==> src/rtl/bus_uart_pkg.sv <==
`default_nettype none
// ============================================================================
// Module      : bus_uart_pkg
// Description : Shared constants and state types for the bus_uart serial port:
//               register offsets, STATUS bit positions, TX/RX FSM states.
// Revision    : 1.0 - initial release
// ============================================================================
package bus_uart_pkg;

  // Register offsets within the 4-byte window (bus_address[1:0])
  localparam logic [1:0] c_REG_STATUS  = 2'd0;
  localparam logic [1:0] c_REG_DATA    = 2'd1;
  localparam logic [1:0] c_REG_CONTROL = 2'd2;
  localparam logic [1:0] c_REG_RSVD    = 2'd3;

  // STATUS bit positions
  localparam int c_ST_RX_FULL     = 0;
  localparam int c_ST_TX_NOT_FULL = 1;
  localparam int c_ST_RX_OVERRUN  = 2;
  localparam int c_ST_FRAMING     = 3;
  localparam int c_ST_TX_OVERFLOW = 4;
  localparam int c_ST_TX_BUSY     = 5;
  // Writing a 1 here to STATUS clears the sticky error bits
  localparam int c_ST_CLEAR       = 7;

  typedef enum logic [1:0] {
    TX_IDLE  = 2'd0,
    TX_START = 2'd1,
    TX_DATA  = 2'd2,
    TX_STOP  = 2'd3
  } tx_state_t;

  typedef enum logic [1:0] {
    RX_IDLE  = 2'd0,
    RX_START = 2'd1,
    RX_DATA  = 2'd2,
    RX_STOP  = 2'd3
  } rx_state_t;

endpackage
`default_nettype wire

==> src/rtl/bus_uart_fifo.sv <==
`default_nettype none
// ============================================================================
// Module      : bus_uart_fifo
// Description : Small synchronous FIFO with show-ahead read data. A push to a
//               full FIFO is accepted only when a pop happens in the same cycle.
// Revision    : 1.0 - initial release
// ============================================================================
module bus_uart_fifo #(
  parameter int DEPTH = 4,
  parameter int WIDTH = 8
) (
  input  logic                     clk,
  input  logic                     rst,
  input  logic                     i_push,
  input  logic [WIDTH-1:0]         i_wdata,
  input  logic                     i_pop,
  output logic [WIDTH-1:0]         o_rdata,
  output logic                     o_full,
  output logic                     o_empty,
  output logic [$clog2(DEPTH):0]   o_count
);

  localparam int                 c_AW   = $clog2(DEPTH);
  localparam logic [c_AW:0]      c_FULL = DEPTH[c_AW:0];

  logic [WIDTH-1:0] r_mem [DEPTH];
  logic [c_AW-1:0]  r_wr_ptr;
  logic [c_AW-1:0]  r_rd_ptr;
  logic [c_AW:0]    r_count;
  logic             w_push_ok;
  logic             w_pop_ok;

  assign o_full    = (r_count == c_FULL);
  assign o_empty   = (r_count == '0);
  assign o_count   = r_count;
  assign o_rdata   = r_mem[r_rd_ptr];
  assign w_pop_ok  = i_pop && !o_empty;
  assign w_push_ok = i_push && (!o_full || w_pop_ok);

  // Storage write; contents need no reset since count gates visibility
  always_ff @(posedge clk) begin
    if (w_push_ok) r_mem[r_wr_ptr] <= i_wdata;
  end

  // Pointers wrap naturally because DEPTH is a power of two
  always_ff @(posedge clk) begin
    if (rst) begin
      r_wr_ptr <= '0;
      r_rd_ptr <= '0;
      r_count  <= '0;
    end else begin
      if (w_push_ok) r_wr_ptr <= r_wr_ptr + 1'b1;
      if (w_pop_ok)  r_rd_ptr <= r_rd_ptr + 1'b1;
      case ({w_push_ok, w_pop_ok})
        2'b10:   r_count <= r_count + 1'b1;
        2'b01:   r_count <= r_count - 1'b1;
        default: r_count <= r_count;
      endcase
    end
  end

endmodule
`default_nettype wire

==> src/rtl/bus_uart.sv <==
`default_nettype none
// ============================================================================
// Module      : bus_uart
// Description : Memory-mapped 8N1 UART for the CPU6 bus. TX through a small
//               FIFO, RX into a single holding register, sticky status bits.
//               Optional interrupt logic enabled by macro BUS_UART_IRQ_EN.
// Revision    : 1.0 - initial release
// ============================================================================
module bus_uart
  import bus_uart_pkg::*;
#(
  parameter logic [15:0] BASE_ADDR    = 16'hF200,
  parameter int          CLKS_PER_BIT = 16,
  parameter int          TX_DEPTH     = 4
) (
  input  logic        clock,
  input  logic        reset,
  input  logic [15:0] bus_address,
  input  logic [7:0]  bus_wdata,
  input  logic        bus_write,
  input  logic        bus_read,
  output logic [7:0]  rdata,
  output logic        selected,
  output logic        txd,
  input  logic        rxd,
  output logic        irq
);

  localparam int               c_CW        = $clog2(CLKS_PER_BIT);
  localparam logic [c_CW-1:0]  c_BIT_LAST  = c_CW'(CLKS_PER_BIT - 1);
  localparam logic [c_CW-1:0]  c_HALF_LAST = c_CW'(CLKS_PER_BIT / 2 - 1);

  // Bus decode
  logic [1:0] w_offset;
  logic       w_wr_status, w_push, w_rd_pop;
  assign selected    = (bus_address[15:2] == BASE_ADDR[15:2]);
  assign w_offset    = bus_address[1:0];
  assign w_wr_status = bus_write && selected && (w_offset == c_REG_STATUS);
  assign w_push      = bus_write && selected && (w_offset == c_REG_DATA);
  assign w_rd_pop    = bus_read  && selected && (w_offset == c_REG_DATA);

  // TX FIFO
  logic [7:0]                  w_fifo_dout;
  logic                        w_fifo_full, w_fifo_empty, w_tx_pop;
  logic [$clog2(TX_DEPTH):0]   w_fifo_count;

  bus_uart_fifo #(.DEPTH(TX_DEPTH), .WIDTH(8)) u_tx_fifo (
    .clk     (clock),
    .rst     (reset),
    .i_push  (w_push),
    .i_wdata (bus_wdata),
    .i_pop   (w_tx_pop),
    .o_rdata (w_fifo_dout),
    .o_full  (w_fifo_full),
    .o_empty (w_fifo_empty),
    .o_count (w_fifo_count)
  );

  // ---------------- TX path ----------------
  tx_state_t       r_tx_state, w_tx_state_nx;
  logic [c_CW-1:0] r_tx_cnt, w_tx_cnt_nx;
  logic [2:0]      r_tx_bit, w_tx_bit_nx;
  logic [7:0]      r_tx_shift, w_tx_shift_nx;
  logic            r_txd, w_txd_nx;

  // TX state register; txd is registered so it idles high straight out of reset
  always_ff @(posedge clock) begin
    if (reset) begin
      r_tx_state <= TX_IDLE;
      r_tx_cnt   <= '0;
      r_tx_bit   <= '0;
      r_tx_shift <= '0;
      r_txd      <= 1'b1;
    end else begin
      r_tx_state <= w_tx_state_nx;
      r_tx_cnt   <= w_tx_cnt_nx;
      r_tx_bit   <= w_tx_bit_nx;
      r_tx_shift <= w_tx_shift_nx;
      r_txd      <= w_txd_nx;
    end
  end

  // TX next state: pop on IDLE or at STOP expiry so frames run back-to-back
  always_comb begin
    w_tx_state_nx = r_tx_state;
    w_tx_cnt_nx   = r_tx_cnt + 1'b1;
    w_tx_bit_nx   = r_tx_bit;
    w_tx_shift_nx = r_tx_shift;
    w_tx_pop      = 1'b0;
    case (r_tx_state)
      TX_IDLE: begin
        w_tx_cnt_nx = '0;
        if (!w_fifo_empty) begin
          w_tx_pop      = 1'b1;
          w_tx_shift_nx = w_fifo_dout;
          w_tx_state_nx = TX_START;
        end
      end
      TX_START: if (r_tx_cnt == c_BIT_LAST) begin
        w_tx_cnt_nx   = '0;
        w_tx_bit_nx   = '0;
        w_tx_state_nx = TX_DATA;
      end
      TX_DATA: if (r_tx_cnt == c_BIT_LAST) begin
        w_tx_cnt_nx   = '0;
        w_tx_shift_nx = {1'b0, r_tx_shift[7:1]};
        if (r_tx_bit == 3'd7) w_tx_state_nx = TX_STOP;
        else                  w_tx_bit_nx   = r_tx_bit + 3'd1;
      end
      TX_STOP: if (r_tx_cnt == c_BIT_LAST) begin
        w_tx_cnt_nx = '0;
        if (!w_fifo_empty) begin
          w_tx_pop      = 1'b1;
          w_tx_shift_nx = w_fifo_dout;
          w_tx_state_nx = TX_START;
        end else begin
          w_tx_state_nx = TX_IDLE;
        end
      end
      default: w_tx_state_nx = TX_IDLE;
    endcase
    case (w_tx_state_nx)
      TX_START: w_txd_nx = 1'b0;
      TX_DATA:  w_txd_nx = w_tx_shift_nx[0];
      default:  w_txd_nx = 1'b1;
    endcase
  end

  assign txd = r_txd;

  // ---------------- RX path ----------------
  logic [1:0]      r_rx_sync;
  logic            r_rx_prev, w_rx;
  rx_state_t       r_rx_state, w_rx_state_nx;
  logic [c_CW-1:0] r_rx_cnt, w_rx_cnt_nx;
  logic [2:0]      r_rx_bit, w_rx_bit_nx;
  logic [7:0]      r_rx_shift, w_rx_shift_nx;
  logic            w_deliver, w_frame_err;

  assign w_rx = r_rx_sync[1];

  // RX synchronizer, edge history and FSM state register
  always_ff @(posedge clock) begin
    if (reset) begin
      r_rx_sync  <= 2'b11;
      r_rx_prev  <= 1'b1;
      r_rx_state <= RX_IDLE;
      r_rx_cnt   <= '0;
      r_rx_bit   <= '0;
      r_rx_shift <= '0;
    end else begin
      r_rx_sync  <= {r_rx_sync[0], rxd};
      r_rx_prev  <= w_rx;
      r_rx_state <= w_rx_state_nx;
      r_rx_cnt   <= w_rx_cnt_nx;
      r_rx_bit   <= w_rx_bit_nx;
      r_rx_shift <= w_rx_shift_nx;
    end
  end

  // RX next state: half-bit start qualification, then mid-bit sampling
  always_comb begin
    w_rx_state_nx = r_rx_state;
    w_rx_cnt_nx   = r_rx_cnt + 1'b1;
    w_rx_bit_nx   = r_rx_bit;
    w_rx_shift_nx = r_rx_shift;
    w_deliver     = 1'b0;
    w_frame_err   = 1'b0;
    case (r_rx_state)
      RX_IDLE: begin
        w_rx_cnt_nx = '0;
        if (!w_rx && r_rx_prev) w_rx_state_nx = RX_START;
      end
      RX_START: if (r_rx_cnt == c_HALF_LAST) begin
        w_rx_cnt_nx   = '0;
        w_rx_bit_nx   = '0;
        w_rx_state_nx = w_rx ? RX_IDLE : RX_DATA;
      end
      RX_DATA: if (r_rx_cnt == c_BIT_LAST) begin
        w_rx_cnt_nx   = '0;
        w_rx_shift_nx = {w_rx, r_rx_shift[7:1]};
        if (r_rx_bit == 3'd7) w_rx_state_nx = RX_STOP;
        else                  w_rx_bit_nx   = r_rx_bit + 3'd1;
      end
      RX_STOP: if (r_rx_cnt == c_BIT_LAST) begin
        w_rx_cnt_nx   = '0;
        w_rx_state_nx = RX_IDLE;
        w_deliver     = w_rx;
        w_frame_err   = !w_rx;
      end
      default: w_rx_state_nx = RX_IDLE;
    endcase
  end

  // ---------------- Status / holding register ----------------
  logic       r_rx_full, r_rx_overrun, r_framing, r_tx_overflow;
  logic [7:0] r_rx_hold;

  // Sticky flags: a status clear is overridden by a same-cycle set
  always_ff @(posedge clock) begin
    if (reset) begin
      r_rx_full     <= 1'b0;
      r_rx_hold     <= '0;
      r_rx_overrun  <= 1'b0;
      r_framing     <= 1'b0;
      r_tx_overflow <= 1'b0;
    end else begin
      if (w_wr_status && bus_wdata[c_ST_CLEAR]) begin
        r_rx_overrun  <= 1'b0;
        r_framing     <= 1'b0;
        r_tx_overflow <= 1'b0;
      end
      if (w_push && w_fifo_full && !w_tx_pop) r_tx_overflow <= 1'b1;
      if (w_frame_err) r_framing <= 1'b1;
      if (w_deliver) begin
        if (!r_rx_full || w_rd_pop) begin
          r_rx_hold <= r_rx_shift;
          r_rx_full <= 1'b1;
        end else begin
          r_rx_overrun <= 1'b1;
        end
      end else if (w_rd_pop) begin
        r_rx_full <= 1'b0;
      end
    end
  end

  // ---------------- Control / interrupt ----------------
  logic [7:0] w_ctrl_rd;
`ifdef BUS_UART_IRQ_EN
  logic [1:0] r_ctrl;
  logic       r_irq;

  // CONTROL register and registered interrupt request
  always_ff @(posedge clock) begin
    if (reset) begin
      r_ctrl <= '0;
      r_irq  <= 1'b0;
    end else begin
      if (bus_write && selected && (w_offset == c_REG_CONTROL)) r_ctrl <= bus_wdata[1:0];
      r_irq <= (r_ctrl[0] && r_rx_full) ||
               (r_ctrl[1] && w_fifo_empty && (r_tx_state == TX_IDLE));
    end
  end
  assign w_ctrl_rd = {6'b0, r_ctrl};
  assign irq       = r_irq;
`else
  assign w_ctrl_rd = 8'h00;
  assign irq       = 1'b0;
`endif

  // Read-data mux for the selected register
  always_comb begin
    rdata = '0;
    case (w_offset)
      c_REG_STATUS: begin
        rdata[c_ST_RX_FULL]     = r_rx_full;
        rdata[c_ST_TX_NOT_FULL] = !w_fifo_full;
        rdata[c_ST_RX_OVERRUN]  = r_rx_overrun;
        rdata[c_ST_FRAMING]     = r_framing;
        rdata[c_ST_TX_OVERFLOW] = r_tx_overflow;
        rdata[c_ST_TX_BUSY]     = (r_tx_state != TX_IDLE) || (w_fifo_count != '0);
      end
      c_REG_DATA:    rdata = r_rx_hold;
      c_REG_CONTROL: rdata = w_ctrl_rd;
      c_REG_RSVD:    rdata = '0;
      default:       rdata = '0;
    endcase
  end

endmodule
`default_nettype wire
==> config.mk <==
export PLATFORM = sky130hd
export DESIGN_NAME = bus_uart
export DESIGN_NICKNAME = d
export VERILOG_FILES = /design/src/rtl/bus_uart_pkg.sv /design/src/rtl/bus_uart_fifo.sv /design/src/rtl/bus_uart.sv
export SDC_FILE = /design/constraint.sdc
export NUM_CORES = 1
export LEC_CHECK = 0
export CORE_MARGIN = 1
export CORE_UTILIZATION = 51
export DETAILED_ROUTE_END_ITERATION = 12
export PLACE_DENSITY = 0.77
export SYNTH_ARGS = -nofsm -noshare
export SYNTH_HDL_FRONTEND = slang
export SYNTH_HIERARCHICAL = 1
export SYNTH_SLANG_ARGS = --single-unit
==> constraint.sdc <==
create_clock -name clock -period 2.6 [get_ports clock]
set_input_delay 0.52 -clock clock [delete_from_list [all_inputs] [get_ports clock]]
set_output_delay 0.52 -clock clock [all_outputs]
set_load 0.03 [all_outputs]
**After elaboration in Yosys (flattened, before gate mapping)**

Memory sizes are Yosys's and may differ from the RTL's. A register that Yosys moved wholly into a read port is not among the register bits.
Cells that the tools add are included.
W data, S select, Z words.

- $add $sub $neg: 8
- Eq/ne operators: 31
- Multiplexer cells: 55
- Reductions and logical operators: 42

Operator list:

| cell | number |
|---|---|
| $mux W2 | 14 |
| $mux W8 | 3 |
| $pmux W8 S3 | 1 |
| $ne A2 B2 Y1 const B | 10 |
| $mux W1 | 18 |
| $mux W3 | 6 |
| $pmux W3 S2 | 3 |
| $pmux W6 S3 | 1 |
| $eq A2 B2 Y1 const B | 8 |
| $pmux W2 S4 | 2 |
| $eq A14 B14 Y1 const B | 1 |
| $reduce_bool A2 Y1 | 7 |
| $mux W4 | 3 |
| $pmux W4 S3 | 1 |
| $logic_and A1 B1 Y1 | 11 |
| $eq A2 B1 Y1 const B | 5 |
| $add A3 B1 Y3 const B | 3 |
| $eq A3 B3 Y1 const B | 3 |
| $add A4 B1 Y4 const B | 2 |
| $eq A4 B4 Y1 const B | 2 |
| $pmux W4 S2 | 1 |
| $reduce_and A4 Y1 | 2 |
| $logic_not A2 Y1 | 3 |
| $reduce_and A2 Y1 | 3 |
| 13 further kinds | 23 |

- Bits in registers: 57
- Bits in writable memories: 32
- Logic and storage cells: 157
- Memories: 1

Memories:

| memory | words | width | read ports | clocked after memory_dff | wr ports | line | text |
|---|---|---|---|---|---|---|---|
| u_tx_fifo.r_mem | 4 | 8 | 1 | 1 | 1 | bus_uart_fifo.sv:26 | `logic [WIDTH-1:0] r_mem [DEPTH];` |

**Depth between registers and ports, before layout**

Gate-level depths: netlist of the first run.

- Depth in word-level cells: 9
- Gate-level depth with buffers: 14
- Mapped depth without buffers: 13

**Hierarchy**

The synthesis of the first run kept the hierarchy.

Modules (own cells, without submodules):

| module | instances | cells an instance | area an instance (µm²) | sequential area each (µm²) |
|---|---|---|---|---|
| bus_uart | 1 | 285 | 2571.2 | 1001.0 |
| bus_uart_fifo | 1 | 96 | 1645.3 | 1141.1 |

**Worst setup path after synthesis of the first run**

OpenSTA, ideal clock, no wires.

- Path type: reg-to-reg
- Start point: register u_tx_fifo.r_count[1], in the netlist u_tx_fifo/o_count[1]
- End point: register u_tx_fifo.r_count[2], in the netlist u_tx_fifo/o_count[2]
- Data arrival time: 2.724 ns
- Required time: 2.530 ns
- Slack: -0.194 ns
- Stages on the path, launching flop included: 13
- Buffers on the path: 1
- Clock period less this slack: 2.794 ns
- Path through: dfxtp_1 > nor3_1 > buf_2 > nor3_1 > inv_1 > a21boi_2 > inv_1 > ha_1 > inv_1 > fa_1 > xor2_1 > or3_2 > a21oi_1

- Word-level cells in the longest chain between the ends: 9
- Elaborated cells on any way between the ends: 16
- Classes of those cells: add/sub: 2; eq/ne: 3; mux: 4; reduce/logical: 7

RTL lines:

| what | line | text |
|---|---|---|
| start, declared | bus_uart_fifo.sv:29 | `logic [c_AW:0] r_count;` |
| start signal, assigned | bus_uart_fifo.sv:55 | `2'b10: r_count <= r_count + 1'b1;` |
| start signal, assigned | bus_uart_fifo.sv:56 | `2'b01: r_count <= r_count - 1'b1;` |
| start signal, assigned | bus_uart_fifo.sv:57 | `default: r_count <= r_count;` |
| $logic_not A3 Y1 * | bus_uart_fifo.sv:34 | `assign o_empty = (r_count == '0);` |
| named net w_fifo_empty | bus_uart.sv:44 | `logic w_fifo_full, w_fifo_empty, w_tx_pop;` |
| $mux W1 * | bus_uart.sv:93, bus_uart.sv:112 |  |
| $mux W1 | bus_uart.sv:110 | `TX_STOP: if (r_tx_cnt == c_BIT_LAST) begin` |
| $pmux W1 S2 * | bus_uart.sv:90 | `case (r_tx_state)` |
| named net w_tx_pop | bus_uart.sv:44 |  |
| $logic_and A1 B1 Y1 * | bus_uart_fifo.sv:37 | `assign w_pop_ok = i_pop && !o_empty;` |
| $logic_or A1 B1 Y1 | bus_uart_fifo.sv:38 | `assign w_push_ok = i_push && (!o_full \|\| w_pop_ok);` |
| $logic_and A1 B1 Y1 | bus_uart_fifo.sv:38 |  |
| $eq A2 B1 Y1 / $eq A2 B2 Y1 (equally long branches) | bus_uart_fifo.sv:54 | `case ({w_push_ok, w_pop_ok})` |
| $pmux W3 S2 / $reduce_bool A2 Y1 (equally long branches) | n/a |  |

The timed path passes the listed nets; every way through them passes the cells marked *.
A chain may end at the register's enable or synchronous reset.

**Worst setup path after layout of the first run**

- Start point: register r_tx_state[1]
- End point: output rdata[5]

- Word-level cells in the longest chain between the ends: 3

RTL lines:

| what | line | text |
|---|---|---|
| start, declared | bus_uart.sv:60 | `tx_state_t r_tx_state, w_tx_state_nx;` |
| start signal, assigned | bus_uart.sv:75 | `r_tx_state <= w_tx_state_nx;` |
| $reduce_bool A2 Y1 | bus_uart.sv:262 | `rdata[c_ST_TX_BUSY] = (r_tx_state != TX_IDLE) \|\| (w_fifo_count != '0);` |
| $logic_or A1 B1 Y1 | bus_uart.sv:262 |  |
| $pmux W6 S3 | bus_uart.sv:255 | `case (w_offset)` |
| end, declared | bus_uart.sv:22 | `output logic [7:0] rdata,` |

No other way between the ends.

==> flow_summary.yaml, run 1 <==
status:
  status: "completed"
cts:
  clkLatencyLatePin_ns: 0.36
  clk_pin_slew_worst_paths_ns: 0.09
  cts.sinks: 91
  holdBufCountCts: 0
  clockBufferDepth: 2
  clockRootBuffer: "clkbuf_8"
  cts_max_level: 3
  cts_tree: "yes"
  numCtsBuffers: 9
floorplanning:
  die_w_um: 92.9
  core-area_sq_mm: 0.00785
  num_rows: 32
  ios: 40
  die_area_sq_mm: 0.00864
  initial_core_util_pct: 53.7
  die_h_um: 92.9
global_routing:
  grt_max_degree: 34
  grt.overflow.total: 0
  grt_pass1_vias: 2743
  grtUsageTotal_pct: 18.9
  grt_antenna_before_repair: 0
  grt_pass1_wl_mm: 12.7
finish:
  nNetsFinal: 474
  layout_common_cells: "dfxtp_1, nor2_1, edfxtp_1, mux2i_1, clkdlybuf4s50_1"
  n_antenna_cell: 0
  layout-drive-gt1-share_pct: 19.6
  syn2layout_area_growth_pct: 17.8
  final_common_cell: "dfxtp_1"
synthesis:
  ys_async_sr_fraction_pct: 0
  synth_cell_types: 68
  syn_area_per_cell_sq_um: 11.1
  synth_nets: 427
  syn_area_sq_mm: 0.00422
  synth_cells: 381
  yosys_warnings: 6
  ys.flop_type: "dfxtp_1"
  synth_edf_count: 32
  synth_seq_cells: 91
  yosysSeqAreaShare_pct: 50.8
detailed_routing:
  drc: 0
  routed_wl_mm: 7.67
  routedWlPerCell_um: 14.3
  dr.pass1.iters: 5
  vias_per_cell: 5.41
  postRouteAntennaNets: 0
  vias: 2895
  drt_iter0_drc: 151
placement:
  gp_congestion: 0.821
  dp_hpwl_mm: 5.38
  portBuffers: 38
worst_setup_path:
  ff2ff_path_depth: 12
  r2r-start: "r_tx_cnt[1]"
  worstPathRequired_ns: 2.08
  worstSetupEndpointType: "primary output"
  cp-endpoint: "rdata[5]"
  cp_max_fo: 3
  arrival_ns: 2.04
  reg2reg_to: "u_tx_fifo/o_count[2]"
  r2r_slack_ns: 0.08
  cp-start-kind: "flip-flop"
  critPathKind: "flip-flop to primary output"
  startpoint: "r_tx_state[1]"
power_and_ir_drop:
  p_sw_share_pct: 22.9
  power_frac_seq_pct: 60.5
  pwr-share-clk_pct: 35.7
  p_total_mw: 2.44
  power_switching_uw: 559
  peakVddDrop_mv: 0.327
  p_leak_nw: 1.80
  cellPowerDensity_mw_per_mm2: 491
  pwr-share-comb_pct: 3.8
  p_int_mw: 1.88
timing:
  period_share_pct: 98.5
  rsz0062_at_grt: "true"
  min_period_ns: 2.56
  hold_violations: 0
  max_freq_mhz: 391
  hold_slack_ns: 0.419
  skew_ns: 0.0119
  setup_viol: 0
  slew_viol_final: 0
  setup_tns_ns: 0
min_path:
  hold_class: "flip-flop to flip-flop"
flow_run:
  drv_cap: 0
cell families after synthesis:
| group | synth area share (%) |
|---|---|
| adders and majority gates | 5.22 |
| muxes | 12.3 |
| xor gates and xnor gates | 1.66 |
| other | 0.0889 |
| and+or+nand+nor | 16.4 |
| AOI/OAI and AO/OA | 9.17 |
| DFF | 50.8 |
| buffers and inverters | 4.45 |
power by group through the flow:
stage | clock (mW) | combinational [mW] | sequential, mW
2_1_floorplan | 0 | 0.0368 | 1.51
3_3_place_gp | 0 | 0.0924 | 1.51
3_5_place_dp | 0 | 0.0936 | 1.51
4_1_cts | 0.902 | 0.0941 | 1.48
5_1_grt | 0.942 | 0.102 | 1.48
6_report | 0.870 | 0.0939 | 1.48
state kept, by name, summed over array words and instances (netlist names), named ones only:
signal              flops
r_tx_bit                3
r_rx_full               1
r_rx_cnt                4
r_rx_hold               8
r_rx_bit                3
u_tx_fifo/r_mem        32
r_tx_cnt                4
u_tx_fifo/o_count       3
u_tx_fifo/r_wr_ptr      2
r_tx_overflow           1
r_tx_state              2
r_rx_overrun            1
r_rx_state              1
r_tx_shift              8
txd                     1
r_rx_shift              8
r_framing               1
r_rx_prev               1
u_tx_fifo/r_rd_ptr      2
r_rx_sync               2
final cells by class:
type | count | area [sq um]
clock buffer | 10 | 128
inverter | 16 | 60.1
clock inverter | 6 | 47.5
timing repair buffer | 56 | 493
tap | 102 | 128
multi-input combinational | 254 | 1970
fill | 644 | 2880
sequential | 91 | 2140
repair_timing:
item / in CTS / in global routing
gates cloned: 0 / 0
pin swaps: 0 / 3
setup buffers: 0 / 2
setup endpoints to repair: 2 / 2
gates resized for setup: 4 / 8
metal layers:
layer	vias up	routed length (um)	part of all wire, %	track usage, %
met5	-	0	0	0
met2	38	3690	48	30.1
met4	0	120	1.6	8.08
li1	1447	-	-	-
met1	1398	3650	48	25.2
met3	12	207	2.7	3.53
how the worst min path moves through the flow:
stage                 startpoint           end  slack [ns]  depth (start not counted)
floorplan           r_rx_sync[0]  r_rx_sync[1]        0.39                          1
global placement    r_rx_sync[0]  r_rx_sync[1]        0.40                          1
detailed placement  r_rx_sync[0]  r_rx_sync[1]        0.41                          1
CTS                 r_rx_sync[0]  r_rx_sync[1]        0.42                          1
global route         r_tx_cnt[0]   r_tx_cnt[0]        0.45                          1
finish              r_rx_sync[0]  r_rx_sync[1]        0.42                          1
cell usage after synthesis (all sizes together) (8+ instances only):
master,instances,share of area (%)
nand2,24,2.1
dfxtp,59,28
ha,16,4.7
mux2i,31,7.4
nand3,9,1.1
nor2,51,4.5
a21oi,17,2.4
buf,14,2.3
mux4,8,4.3
edfxtp,32,23
and2,11,1.8
inv,15,1.3
worst max-delay path, stage by stage (launching register included):
cell     delay, ns
dfxtp_1       0.34
inv_1         0.13
ha_4          0.19
or4b_2        0.61
mux2i_1       0.18
nor2_1        0.06
buf_4         0.17
per-stage QoR:
stage	area (sq um)	utilization, %	setup WS (ns)	instances
after floorplan	4260	-	0.0573	381
after global placement	4740	60.3	-0.312	517
after detailed placement	4740	60.3	-0.317	517
after CTS	4930	62.8	0.0168	533
after global routing	4970	63.3	-0.0387	535
final	4970	63.3	0.0398	535
No activity file was read; power rests on OpenSTA's default activity.
==> run 2: changes to the inputs <==
--- a/config.mk
+++ b/config.mk
@@ -9,6 +9,7 @@
 export CORE_UTILIZATION = 51
 export DETAILED_ROUTE_END_ITERATION = 12
 export PLACE_DENSITY = 0.77
+export SETUP_SLACK_MARGIN = 0.1
 export SYNTH_ARGS = -nofsm -noshare
 export SYNTH_HDL_FRONTEND = slang
 export SYNTH_HIERARCHICAL = 1
==> run 2 against run 1 <==
  * Power decreased by 0.72%
  * Non-clock buffer count increased by 3
  * Maximum frequency rose by 2.4%
  * First-iteration DRC count fell by 23%
  * Setup slack better by 0.061 ns
  * Critical path depth grew 6
  * Final cell count up 0.56%
==> flow_summary.yaml, run 2 (synthesis gave the netlist of run 1 again) <==
global_routing:
  grt_pass1_wl_mm: 13.2
  grt_pass1_vias: 2878
  grt.overflow.total: 0
  grt_antenna_before_repair: 0
  grt_max_degree: 34
  grtUsageTotal_pct: 19.6
timing:
  slew_headroom_pct: 66.3
  worst_slew_pin_slew_ns: 0.502
  skew_ns: 0.0175
  rsz0062_at_grt: "true"
  hold_violations: 0
  setup_viol: 0
  period_share_pct: 96.1
  setup_tns_ns: 0
  worst_slack_ns: 0.100
  max_freq_mhz: 400
  slew_viol_final: 0
  min_period_ns: 2.50
power_and_ir_drop:
  peakVddDrop_mv: 0.316
  p_leak_nw: 1.83
  cellPowerDensity_mw_per_mm2: 485
  p_total_mw: 2.42
status:
  status: "completed"
detailed_routing:
  routed_wl_mm: 7.67
  drt_iter0_drc: 117
  wl_met3_um: 176
  dr.pass1.iters: 4
  routedWlPerCell_um: 14.3
  vias_per_cell: 5.35
  drc: 0
  wl_met2_mm: 3.78
  vias: 2878
  postRouteAntennaNets: 0
  m1WireLength_mm: 3.62
  routed.top_layer: "met4"
worst_setup_path:
  crit_slowest_cell: "clkdlybuf4s50_1"
  worstPathRequired_ns: 2.90
  worstSetupEndpointType: "flip-flop"
  cp-start-kind: "input port"
  crit_chain: "clkdlybuf4s50_1, and4bb_1, and4_4, and3_4, a21boi_4, inv_2, ha_2, inv_2, fa_2, xor2_2, or3_4, a21oi_2"
  worst-path-buf-inv: 3
  critPathMostFrequentCell: "inv_2"
  critical_path.top_delay_family: "simple AND/OR/NAND/NOR gates"
  slowest_delay_ns: 0.39
  r2r-start: "r_tx_cnt[0]"
  arrival_ns: 2.80
  critPathKind: "input port to flip-flop"
  cp_max_fo: 2
  startpoint: "bus_address[14]"
placement:
  dp_hpwl_mm: 5.35
  portBuffers: 38
  gp_congestion: 0.820
  dp_slack_ns: -0.366
  place_inst: 517
cts:
  clkLatencyLatePin_ns: 0.37
  clockBufferDepth: 2
  cts.sinks: 91
  numCtsBuffers: 9
  cts_max_level: 3
  cts_tree: "yes"
  clockRootBuffer: "clkbuf_8"
  clk_pin_slew_worst_paths_ns: 0.08
floorplanning:
  ios: 40
  die_area_sq_mm: 0.00864
  die_h_um: 92.9
  initial_core_util_pct: 53.7
  die_w_um: 92.9
  core-area_sq_mm: 0.00785
  num_rows: 32
flow_run:
  drv_cap: 0
finish:
  instances_no_fill: 538
  syn2layout_area_growth_pct: 18.4
  largest_reg_flops: 32
  layout-drive-gt1-share_pct: 21.3
  fin_util_pct: 63.6
  fill_cells: 644
  final_common_cell: "dfxtp_1"
  nNetsFinal: 477
  top_register: "u_tx_fifo/r_mem"
  layout_common_cells: "dfxtp_1, nor2_1, edfxtp_1, mux2i_1, buf_4"
  n_antenna_cell: 0
min_path:
  hold_class: "flip-flop to flip-flop"
  hp-start: "r_rx_sync[0]"
## run 2: report_power, final
part | internal (mW) | leakage, nW | switching (mW) | total [mW]
sequential | 1.47 | 0.765 | 0.00331 | 1.48
combinational | 0.0465 | 0.975 | 0.0427 | 0.0892
clock | 0.356 | 0.0872 | 0.502 | 0.857
total | 1.87 | 1.83 | 0.548 | 2.42
## run 2: final timing paths
kind	end	slack, ns	cells past startpoint
worst max-delay path	u_tx_fifo/o_count[2]	0.10	12
worst min-delay path	r_rx_sync[1]	0.42	1
worst max register to register	u_tx_fifo/o_count[2]	0.13	12
worst min register to register	r_rx_sync[1]	0.42	1
## run 2: layer usage
layer	vias to the layer above	global-route usage, %
met4	0	7.05
met1	1397	24.9
li1	1451	-
met5	-	0
met2	22	32.5
met3	8	4.76
## run 2: through the flow
step | hold slack, ns | area (sq um)
after floorplan | 0.389 | 4260
after global placement | 0.400 | 4740
after detailed placement | 0.397 | 4740
after CTS | 0.421 | 4980
after global routing | 0.458 | 4990
final | 0.420 | 4990
## run 2: final cells by class
class                   count  area (sq um)  share of cell area, %
flip-flops and latches     91          2150                   43.0
clock buffers              10           128                   2.56
clock inverters             6          47.5                  0.952
well taps                 102           128                   2.56
multi-input cells         254          1980                   39.7
inverters                  16          60.1                   1.20
repair buffers             59           503                   10.1
## run 2: what timing repair did
item	CTS	global route
buffers inserted	4	1
endpoints found under the setup margin	2	2
resized for setup	23	4
pin swaps	11	8
hold buffers	0	0
==> run 3: changes to the inputs <==
--- a/config.mk
+++ b/config.mk
@@ -5,8 +5,10 @@
 export SDC_FILE = /design/constraint.sdc
 export NUM_CORES = 1
 export LEC_CHECK = 0
+export CELL_PAD_IN_SITES_DETAIL_PLACEMENT = 0
+export CELL_PAD_IN_SITES_GLOBAL_PLACEMENT = 1
 export CORE_MARGIN = 1
-export CORE_UTILIZATION = 51
+export CORE_UTILIZATION = 41
 export DETAILED_ROUTE_END_ITERATION = 12
 export PLACE_DENSITY = 0.77
 export SETUP_SLACK_MARGIN = 0.1
==> run 3 against run 2 <==
  * First-iteration DRC count increased by 15%
  * Count of clock-buffer cells in the layout unchanged
  * Global-route usage decreased by 3.0 points
  * Hold slack got worse by 0.0022 ns
  * Final cell count increased by 7.4%
  * Die area increased by 24%
  * Sequential power about the same
  * Largest power group unchanged
  * Clock power increased by 2.6%
==> flow_summary.yaml, run 3 (synthesis gave the netlist of run 1 again) <==
global_routing:
  grt_antenna_before_repair: 0
  grt.overflow.total: 0
  grt_max_degree: 34
  grtUsageTotal_pct: 16.6
  grt_pass1_wl_mm: 13.5
  grt_pass1_vias: 2770
detailed_routing:
  routedWlPerCell_um: 14.0
  drc: 0
  vias_per_cell: 5.12
  vias: 2957
  postRouteAntennaNets: 0
  drt_iter0_drc: 135
  dr.pass1.iters: 4
  routed_wl_mm: 8.11
finish:
  instances_no_fill: 578
  fin_util_pct: 51.9
  syn2layout_area_growth_pct: 21.5
  fill_cells: 891
  layout_common_cells: "dfxtp_1, nor2_1, buf_4, edfxtp_1, mux2i_1"
  nNetsFinal: 486
  layout-drive-gt1-share_pct: 22.7
  multi_input_area_sq_mm: 0.00199
  top_register: "u_tx_fifo/r_mem"
  largest_reg_flops: 32
  final_common_cell: "dfxtp_1"
  regArea_sq_mm: 0.00215
  final_cell_area_sq_mm: 0.00512
  n_antenna_cell: 0
power_and_ir_drop:
  p_total_mw: 2.44
  pwr-share-comb_pct: 3.6
  pwr-share-clk_pct: 36.0
  p_sw_share_pct: 23.1
  peakVddDrop_mv: 0.464
  p_leak_nw: 1.89
  power_frac_seq_pct: 60.4
  p_int_mw: 1.88
  cellPowerDensity_mw_per_mm2: 477
  power_switching_uw: 565
placement:
  gp_congestion: 0.752
  dp_hpwl_mm: 5.52
  place_inst: 548
  place_area_sq_mm: 0.00477
  portBuffers: 38
cts:
  clk_pin_slew_worst_paths_ns: 0.10
  numCtsBuffers: 9
  clkLatencyLatePin_ns: 0.35
  clockBufferDepth: 2
  cts_tree: "yes"
  clockRootBuffer: "clkbuf_8"
  cts_max_level: 3
  cts.sinks: 91
timing:
  setup_tns_ns: 0
  worst_slew_pin_slew_ns: 0.518
  rsz0062_at_grt: "true"
  setup_viol: 0
  skew_ns: 0.0126
  hold_violations: 0
  slew_viol_final: 0
  min_period_ns: 2.49
  slew_headroom_pct: 65.2
  max_freq_mhz: 402
  period_share_pct: 95.8
min_path:
  hold_class: "flip-flop to flip-flop"
  hp-start: "r_rx_sync[0]"
worst_setup_path:
  r2r-start: "r_tx_cnt[0]"
  arrival_ns: 2.78
  r2r_slack_ns: 0.12
  startpoint: "bus_address[7]"
  cp_max_fo: 2
  cp-start-kind: "input port"
  critPathKind: "input port to flip-flop"
  worstSetupEndpointType: "flip-flop"
  worstPathRequired_ns: 2.89
floorplanning:
  initial_core_util_pct: 42.7
  ios: 40
  core-area_sq_mm: 0.00986
  num_rows: 36
  die_area_sq_mm: 0.0107
  die_w_um: 103
  die_h_um: 103
flow_run:
  drv_cap: 0
status:
  status: "completed"
==> run 3: worst max-delay path: stages <==
cell             delay [ns]
clkdlybuf4s50_1        0.46
nor2_1                 0.04
and4_4                 0.18
and3_4                 0.14
a21boi_4               0.13
inv_1                  0.06
ha_2                   0.17
inv_2                  0.04
fa_2                   0.40
xor2_2                 0.19
or3_4                  0.33
a21oi_2                0.11
==> run 3: path summary, 6_finish.rpt <==
check	depth (start not counted)	to
min	1	r_rx_sync[1]
max reg2reg	12	u_tx_fifo/o_count[2]
max	12	u_tx_fifo/o_count[2]
min reg2reg	1	r_rx_sync[1]
==> run 3: stage by stage <==
stage               hold WS [ns]  setup slack (ns)
global route               0.439            0.0480
floorplan                  0.389            0.0573
global placement           0.400            -0.299
CTS                        0.423            0.0865
detailed placement         0.399            -0.360
finish                     0.418             0.110
==> run 3: power groups by stage <==
| stage | sequential [mW] | clock (mW) | combinational, mW |
|---|---|---|---|
| final | 1.47 | 0.879 | 0.0877 |
| after global routing | 1.48 | 0.982 | 0.0968 |
| after CTS | 1.48 | 0.912 | 0.0891 |
| after detailed placement | 1.51 | 0 | 0.0952 |
| after global placement | 1.51 | 0 | 0.0938 |
| after floorplan | 1.51 | 0 | 0.0368 |
==> run 3: repair_timing <==
| item | in CTS | in global routing |
|---|---|---|
| gates cloned | 0 | 0 |
| hold buffers | 0 | 0 |
| resized for setup | 28 | 5 |
| pin swaps | 10 | 10 |
| buffers inserted | 5 | 9 |
| endpoints found under the setup margin | 2 | 2 |
==> run 3: routing by layer <==
layer	vias to the layer above	track usage [%]	share of wire, %
met1	1424	23.1	46
met2	55	25.5	49
met4	0	5.09	0.85
met5	-	0	0
li1	1472	-	-
met3	6	4.37	3.5
==> run 3: layout make-up <==
type,instances,area share [%]
Tap cell,133,3.25
Timing Repair Buffer,68,11.1
Sequential cell,91,42.0
Inverter,16,1.22
Clock buffer,10,2.49
Clock inverter,6,0.977
Multi-Input combinational cell,254,38.9
